===== config.mk =====
export PLATFORM = sky130hd
export DESIGN_NAME = sc_screen_sequencer
export DESIGN_NICKNAME = d
export VERILOG_FILES = /design/src/rtl/sc_screen_sequencer.sv
export SDC_FILE = /design/constraint.sdc
export NUM_CORES = 1
export LEC_CHECK = 0
export ABC_AREA = 0
export CAP_MARGIN = 20
export CORE_ASPECT_RATIO = 1.5
export CORE_MARGIN = 3
export CORE_UTILIZATION = 45
export CTS_BUF_LIST = sky130_fd_sc_hd__clkbuf_8
export CTS_CLUSTER_DIAMETER = 30
export DETAILED_ROUTE_END_ITERATION = 12
export PLACE_DENSITY = 0.8
export SYNTH_ARGS = -nofsm -noshare
export SYNTH_HDL_FRONTEND = slang
export SYNTH_SLANG_ARGS = --single-unit

===== constraint.sdc =====
create_clock -name SC_SCREENSEQ_CLOCK_50 -period 3.9 [get_ports SC_SCREENSEQ_CLOCK_50]
set_input_delay 0.78 -clock SC_SCREENSEQ_CLOCK_50 [delete_from_list [all_inputs] [get_ports SC_SCREENSEQ_CLOCK_50]]
set_output_delay 0.78 -clock SC_SCREENSEQ_CLOCK_50 [all_outputs]
set_load 0.02 [all_outputs]

===== src/rtl/sc_screen_sequencer.sv =====
// Game-level screen sequencer: tracks lives lost / levels won, times death and end screens.
// Optional macro SC_SCREENSEQ_AUTORESTART_EN: an expired hold restarts play instead of idling.
module sc_screen_sequencer #(
  parameter int unsigned LIVES       = 2,
  parameter int unsigned LEVELS      = 3,
  parameter int unsigned DEATH_TICKS = 4,
  parameter int unsigned HOLD_TICKS  = 8
) (
  input  logic       SC_SCREENSEQ_CLOCK_50,
  input  logic       SC_SCREENSEQ_RESET_InLow,
  input  logic       SC_SCREENSEQ_TICK_In,
  input  logic       SC_SCREENSEQ_START_In,
  input  logic       SC_SCREENSEQ_HIT_In,
  input  logic       SC_SCREENSEQ_GOAL_In,
  output logic [2:0] SC_SCREENSEQ_LOSE_Out,
  output logic [3:0] SC_SCREENSEQ_WIN_Out,
  output logic [2:0] SC_SCREENSEQ_STATE_Out,
  output logic       SC_SCREENSEQ_FREEZE_Out,
  output logic       SC_SCREENSEQ_RESPAWN_Out
);

  localparam int unsigned MaxTicks = (DEATH_TICKS > HOLD_TICKS) ? DEATH_TICKS : HOLD_TICKS;
  localparam int unsigned CntW     = $clog2(MaxTicks + 1);

  localparam logic [2:0]      LivesC    = 3'(LIVES);
  localparam logic [3:0]      LevelsC   = 4'(LEVELS);
  localparam logic [CntW-1:0] DeathLast = CntW'(DEATH_TICKS - 1);
  localparam logic [CntW-1:0] HoldLast  = CntW'(HOLD_TICKS - 1);

  typedef enum logic [2:0] {
    StIdle     = 3'd0,
    StPlay     = 3'd1,
    StDying    = 3'd2,
    StLoseHold = 3'd3,
    StWinHold  = 3'd4
  } state_e;

  state_e          state_q;
  logic [2:0]      lose_q;
  logic [3:0]      win_q;
  logic [CntW-1:0] cnt_q;
  logic            freeze_q;
  logic            respawn_q;

  logic [2:0] lose_inc;
  logic [3:0] win_inc;

  // Saturating increments so the mux selects can never wrap.
  assign lose_inc = (lose_q >= LivesC) ? LivesC : lose_q + 3'd1;
  assign win_inc  = (win_q >= LevelsC) ? LevelsC : win_q + 4'd1;

  always_ff @(posedge SC_SCREENSEQ_CLOCK_50 or negedge SC_SCREENSEQ_RESET_InLow) begin
    if (!SC_SCREENSEQ_RESET_InLow) begin
      state_q   <= StIdle;
      lose_q    <= 3'd0;
      win_q     <= 4'd0;
      cnt_q     <= '0;
      freeze_q  <= 1'b1;
      respawn_q <= 1'b0;
    end else begin
      respawn_q <= 1'b0;
      case (state_q)
        StIdle: begin
          freeze_q <= 1'b1;
          if (SC_SCREENSEQ_START_In) begin
            state_q   <= StPlay;
            lose_q    <= 3'd0;
            win_q     <= 4'd0;
            cnt_q     <= '0;
            freeze_q  <= 1'b0;
            respawn_q <= 1'b1;
          end
        end
        StPlay: begin
          freeze_q <= 1'b0;
          // A hit takes priority; a simultaneous goal is dropped.
          if (SC_SCREENSEQ_HIT_In) begin
            lose_q   <= lose_inc;
            cnt_q    <= '0;
            freeze_q <= 1'b1;
            state_q  <= (lose_inc == LivesC) ? StLoseHold : StDying;
          end else if (SC_SCREENSEQ_GOAL_In) begin
            win_q <= win_inc;
            if (win_inc == LevelsC) begin
              state_q  <= StWinHold;
              cnt_q    <= '0;
              freeze_q <= 1'b1;
            end else begin
              respawn_q <= 1'b1;
            end
          end
        end
        StDying: begin
          freeze_q <= 1'b1;
          if (SC_SCREENSEQ_TICK_In) begin
            if (cnt_q == DeathLast) begin
              state_q   <= StPlay;
              cnt_q     <= '0;
              freeze_q  <= 1'b0;
              respawn_q <= 1'b1;
            end else begin
              cnt_q <= cnt_q + 1'b1;
            end
          end
        end
        StLoseHold, StWinHold: begin
          freeze_q <= 1'b1;
          if (SC_SCREENSEQ_TICK_In) begin
            if (cnt_q == HoldLast) begin
              lose_q <= 3'd0;
              win_q  <= 4'd0;
              cnt_q  <= '0;
`ifdef SC_SCREENSEQ_AUTORESTART_EN
              state_q   <= StPlay;
              freeze_q  <= 1'b0;
              respawn_q <= 1'b1;
`else
              state_q   <= StIdle;
`endif
            end else begin
              cnt_q <= cnt_q + 1'b1;
            end
          end
        end
        default: begin
          state_q  <= StIdle;
          lose_q   <= 3'd0;
          win_q    <= 4'd0;
          cnt_q    <= '0;
          freeze_q <= 1'b1;
        end
      endcase
    end
  end

  assign SC_SCREENSEQ_STATE_Out   = state_q;
  assign SC_SCREENSEQ_LOSE_Out    = lose_q;
  assign SC_SCREENSEQ_WIN_Out     = win_q;
  assign SC_SCREENSEQ_FREEZE_Out  = freeze_q;
  assign SC_SCREENSEQ_RESPAWN_Out = respawn_q;

endmodule


# Yosys cells after proc, flatten, opt, wreduce, memory -nomap -nowiden
# Index checks and enable logic that the tools add are counted.
# word_totals
ff_bits,16
latch_bits,0
ramBits,0
mem_bits_ro,0
in_bits,6
elab_cells,79
mem_count,0
# classes
add_sub_neg,3
multipliers,0
div_mod_pow,0
n_lt_le_gt_ge,2
eq_ne,18
n_shift,0
mux,43
n_bitwise,1
reduce_logical,6
# ops
cell,count
4-bit 2-to-1 mux,13
3-bit 2-to-1 mux,11
4-bit case mux with 4 select lines,2
3-bit case mux with 4 select lines,2
"2-bit != test, second input constant",8
1-bit 2-to-1 mux,13
5-bit AND reduction,2
"3-bit by 2-bit == test with 1-bit output, second input constant",3
"4-bit by 1-bit adder with 4-bit output, second input constant",2
"4-bit by 2-bit == test with 1-bit output, second input constant",2
7-bit AND reduction,1
"3-bit != test, second input constant",2
1-bit case mux with 3 select lines,2
6-bit AND reduction,1
"4-bit by 3-bit == test with 1-bit output, second input constant",1
"4-bit by 2-bit >= comparator with 1-bit output, second input constant",1
"3-bit by 1-bit adder with 3-bit output, second input constant",1
"3-bit by 1-bit == test with 1-bit output, second input constant",1
"3-bit == test, second input constant",1
"3-bit by 2-bit >= comparator with 1-bit output, second input constant",1
3-bit zero test,1
2-bit OR reduction,1
1-bit inverter,1

# Longest topological paths before layout
# logic_depth
ltp_word,7
mapped_depth,6
mapped_depth_nobuf,6

# Worst setup path before layout
# OpenSTA, ideal clock, no wires.
# synth_path
kind,reg-to-reg
from,register win_q[0] (netlist: SC_SCREENSEQ_WIN_Out[0])
to,register state_q[0] (netlist: SC_SCREENSEQ_STATE_Out[0])
setup_ns,0.125
t_arrival_ns,1.784
required_time_ns,3.775
path_slack_ns,1.991
stages_incl_launch_ff,7
synth_period_minus_slack_ns,1.909
cell_sequence,dfrtp_1 > ha_1 > nor3_1 > a21oi_1 > o21ai_4 > nand2b_4 > mux2_4
# synth_between
elab_chain_len,5
elab_cells_between_ends,6
# synth_rtl
item,line,rtl
from (decl),40,logic [3:0] win_q;
from (signal assigned),83,win_q <= win_inc;
4-bit by 1-bit adder with 4-bit output or 4-bit by 2-bit >= comparator with 1-bit output (tied branches),50,assign win_inc = (win_q >= LevelsC) ? LevelsC : win_q + 4'd1;
4-bit 2-to-1 mux *,50,
4-bit by 2-bit == test with 1-bit output *,84,if (win_inc == LevelsC) begin
3-bit != test (no source line) *,--,
7-bit AND reduction (no source line) *,--,
to (signal assigned),54,state_q <= StIdle;
to (signal assigned),81,state_q <= (lose_inc == LivesC) ? StLoseHold : StDying;
to (signal assigned),85,state_q <= StWinHold;
to (decl),38,state_e state_q;
# Mark *: on every way between the ends. The rest lies on a longest branch, timed or not.
# A chain may end at the register's enable or synchronous reset.

# Worst setup path after layout
# layout_path
from,register state_q[0] (netlist: SC_SCREENSEQ_STATE_Out[0])
to,output SC_SCREENSEQ_STATE_Out[0]
# layout_rtl
item,line,rtl
from (signal assigned),54,
from (signal assigned),66,state_q <= StPlay;
from (signal assigned),81,
to (decl),17,"output logic [2:0] SC_SCREENSEQ_STATE_Out,"
# No word-level cell between the ends.

==> results.cfg <==
[logic_synthesis]
synth_edf_count = 0
syn_inst = 104
netlist_area_um2 = 985.9
synthArstFlopShare = 1.000
synth_top_cell_area_share = 0.3807
synth_fp_nets = 113
synth_cell_types = 38
ys_top_cells_by_area = dfrtp_1 (38%), a21oi_1 (5.1%), ha_1 (3.8%), nand2_1 (3.8%), nor2_1 (3.8%)
ys_seq_elements = 16
synth_top_flop_cell = dfrtp_1
synth_area_per_cell_um2 = 9.480
ys_warn_count = 0
yosys.area.top_type = dfrtp_1
synth-seq-area-share = 0.4074

[routing]
wl_per_cell_um = 14.39
drc = 0
wl_mm = 2.072
firstDrtPassIters = 4
ant_nets = 0
drt_iter0_drc = 23
vias_per_cell = 5.882
vias = 847

[floorplanning]
die_area_um2 = 2800
rows = 20
die_w_um = 44.22
ios = 18
die_y_um = 63.33
core-area_um2 = 2052
start_util = 0.4805

[critical_path]
r2r-end = SC_SCREENSEQ_STATE_Out[0]$_DFFE_PN0P_
r2r-start = SC_SCREENSEQ_STATE_Out[0]$_DFFE_PN0P_
critPathTopFamily = buffers and inverters
rrSetupSlack_ps = 1880
ff2ff_path_depth = 5
crit_fanout = 16
crit_path_end = SC_SCREENSEQ_STATE_Out[0]
crit_slowest_cell = clkdlybuf4s50_1
cp-end-kind = primary output
crit_start = SC_SCREENSEQ_STATE_Out[0]$_DFFE_PN0P_
crit_chain = clkdlybuf4s50_1
arrival_ps = 1570
cp_num_cells = 1
cpPeakStageDelay_ps = 690
crit_required_ps = 3120
startpoint_type = register
crit_type = reg -> out
cp_num_buf_inv = 1

[grt]
grt_usage = 0.1646
grt_first_pass_wirelength_mm = 3.629
grt_pass1_vias = 857
grt_max_degree = 17
gr-total-overflow = 0
antenna_found_initial = 0

[cts]
tritoncts = done
clk_latency_ps = 250
cts.clk_slew.worst_paths_ps = 60
numClockSinks = 16
clockBufferDepth = 2
cts_setup_buffers = 0
cts_resized = 0
cts-buffers-inserted = 3
cts_htree_levels = 1
clockRootBuffer = clkbuf_8
cts.hold.buffers_added = 0

[timing]
relSlewSlack = 0.5101
final_max_slew_viol_count = 0
rsz0062_at_grt = no
skew_ps = 2.282
fin_crit_sh = 0.6037
hold_viol = 0
fmax_mhz = 424.8
tns_ps = 0
setup_viol = 0
fin_crit_ps = 2354
tightest_slew_ps = 732.6

[power_and_ir_drop]
p_per_area_nw_per_um2 = 786.0
vdd.ir_drop.worst_v = 0.0003670
p_leak_uw = 0.0005273

[worst_hold_path]
hp-class = reg -> reg
hold_depth = 1

[layout]
register_area_um2 = 401.6
syn_to_final_growth_pct = 21.95
multiInputGateArea_um2 = 539.3
final_common_cell = clkdlybuf4s50_1
fin_nets = 132
final_cell_mix = clkdlybuf4s50_1 (17), dfrtp_1 (15), nor2_1 (10), a21oi_1 (10), nand2_1 (10)
insertedDiodeCount = 0
layout-drive-gt1-share = 0.1311
fillers = 171
final_area_um2 = 1202

[placement]
postPlaceCellArea_um2 = 1157
hpwl_mm = 1.549
portBuffers = 17
gp_congestion = 0.8165

[run]
drv_cap = 0

[status]
status = finished, final reports clean
-- synth_stat cells (all sizes together), types with 2 or more instances --
| cell type | count |
|---|---|
| nor2 | 11 |
| dfrtp | 15 |
| o22ai | 2 |
| inv | 5 |
| mux2 | 3 |
| buf | 2 |
| ha | 3 |
| nand2 | 10 |
| and2 | 2 |
| a21oi | 11 |
| nand2b | 7 |
| nor4 | 2 |
| a22o | 3 |
| nand3 | 4 |
| nor3 | 3 |
| o21ai | 6 |
-- logic make-up after synthesis --
family | Yosys count | synth area share
multiplexers | 4 | 0.04822
AND/OR/NAND/NOR | 44 | 0.2576
adder cells (fa/ha/maj) | 3 | 0.03808
buffers and inverters | 8 | 0.04568
flip-flops | 16 | 0.4074
AO/OA/AOI/OAI | 29 | 0.2031
-- cell type report --
class                   instances  area share
multi-input cells              80      0.4485
flip-flops and latches         16      0.3340
clock buffers                   3     0.03434
inverters                       5     0.01561
well taps                      22     0.02289
clock inverters                 1    0.003122
repair buffers                 17      0.1415
-- power breakdown --
part           internal (uW)  switching, uW
combinational            245            269
clock                   69.8           57.8
sequential               220           83.6
-- through the flow --
step	hold slack (ps)	utilization	setup slack (ps)	power, uW	std cells
CTS	546.3	0.5860	1537	948.8	144
finish	545.4	0.5860	1546	945.1	144
detailed placement	526.3	0.5640	1445	819.0	140
global route	574.2	0.5860	1469	1013	144
global placement	519.2	0.5640	1461	799.6	140
floorplan	484.4	-	1991	678.4	104
-- sequential cells by signal, indices dropped and copies added (netlist names) --
signal and cells:
SC_SCREENSEQ_RESPAWN_Out 1, SC_SCREENSEQ_FREEZE_Out 1, SC_SCREENSEQ_STATE_Out 3, SC_SCREENSEQ_LOSE_Out 3, SC_SCREENSEQ_WIN_Out 4, cnt_q 4
-- worst min path at each step --
stage                                   startpoint                              endpoint  slack, ps
5_1_grt        SC_SCREENSEQ_WIN_Out[1]$_DFFE_PN0P_   SC_SCREENSEQ_WIN_Out[1]$_DFFE_PN0P_        570
3_3_place_gp                  cnt_q[1]$_DFFE_PN0P_                  cnt_q[1]$_DFFE_PN0P_        520
3_5_place_dp   SC_SCREENSEQ_WIN_Out[2]$_DFFE_PN0P_   SC_SCREENSEQ_WIN_Out[2]$_DFFE_PN0P_        530
6_report       SC_SCREENSEQ_WIN_Out[1]$_DFFE_PN0P_   SC_SCREENSEQ_WIN_Out[1]$_DFFE_PN0P_        550
4_1_cts                       cnt_q[1]$_DFFE_PN0P_                  cnt_q[1]$_DFFE_PN0P_        550
2_1_floorplan             SC_SCREENSEQ_RESET_InLow  SC_SCREENSEQ_LOSE_Out[0]$_DFFE_PN0P_        480
-- routing by layer --
metal  up-vias  GRT usage  share of wire
li1        409          -              -
met1       412     0.2022           0.43
met2        23     0.2847           0.51
met3         3    0.03714          0.048
met4         0    0.03396         0.0068
met5         -          0              0
Note: power is estimated with default switching activity, not from simulation.
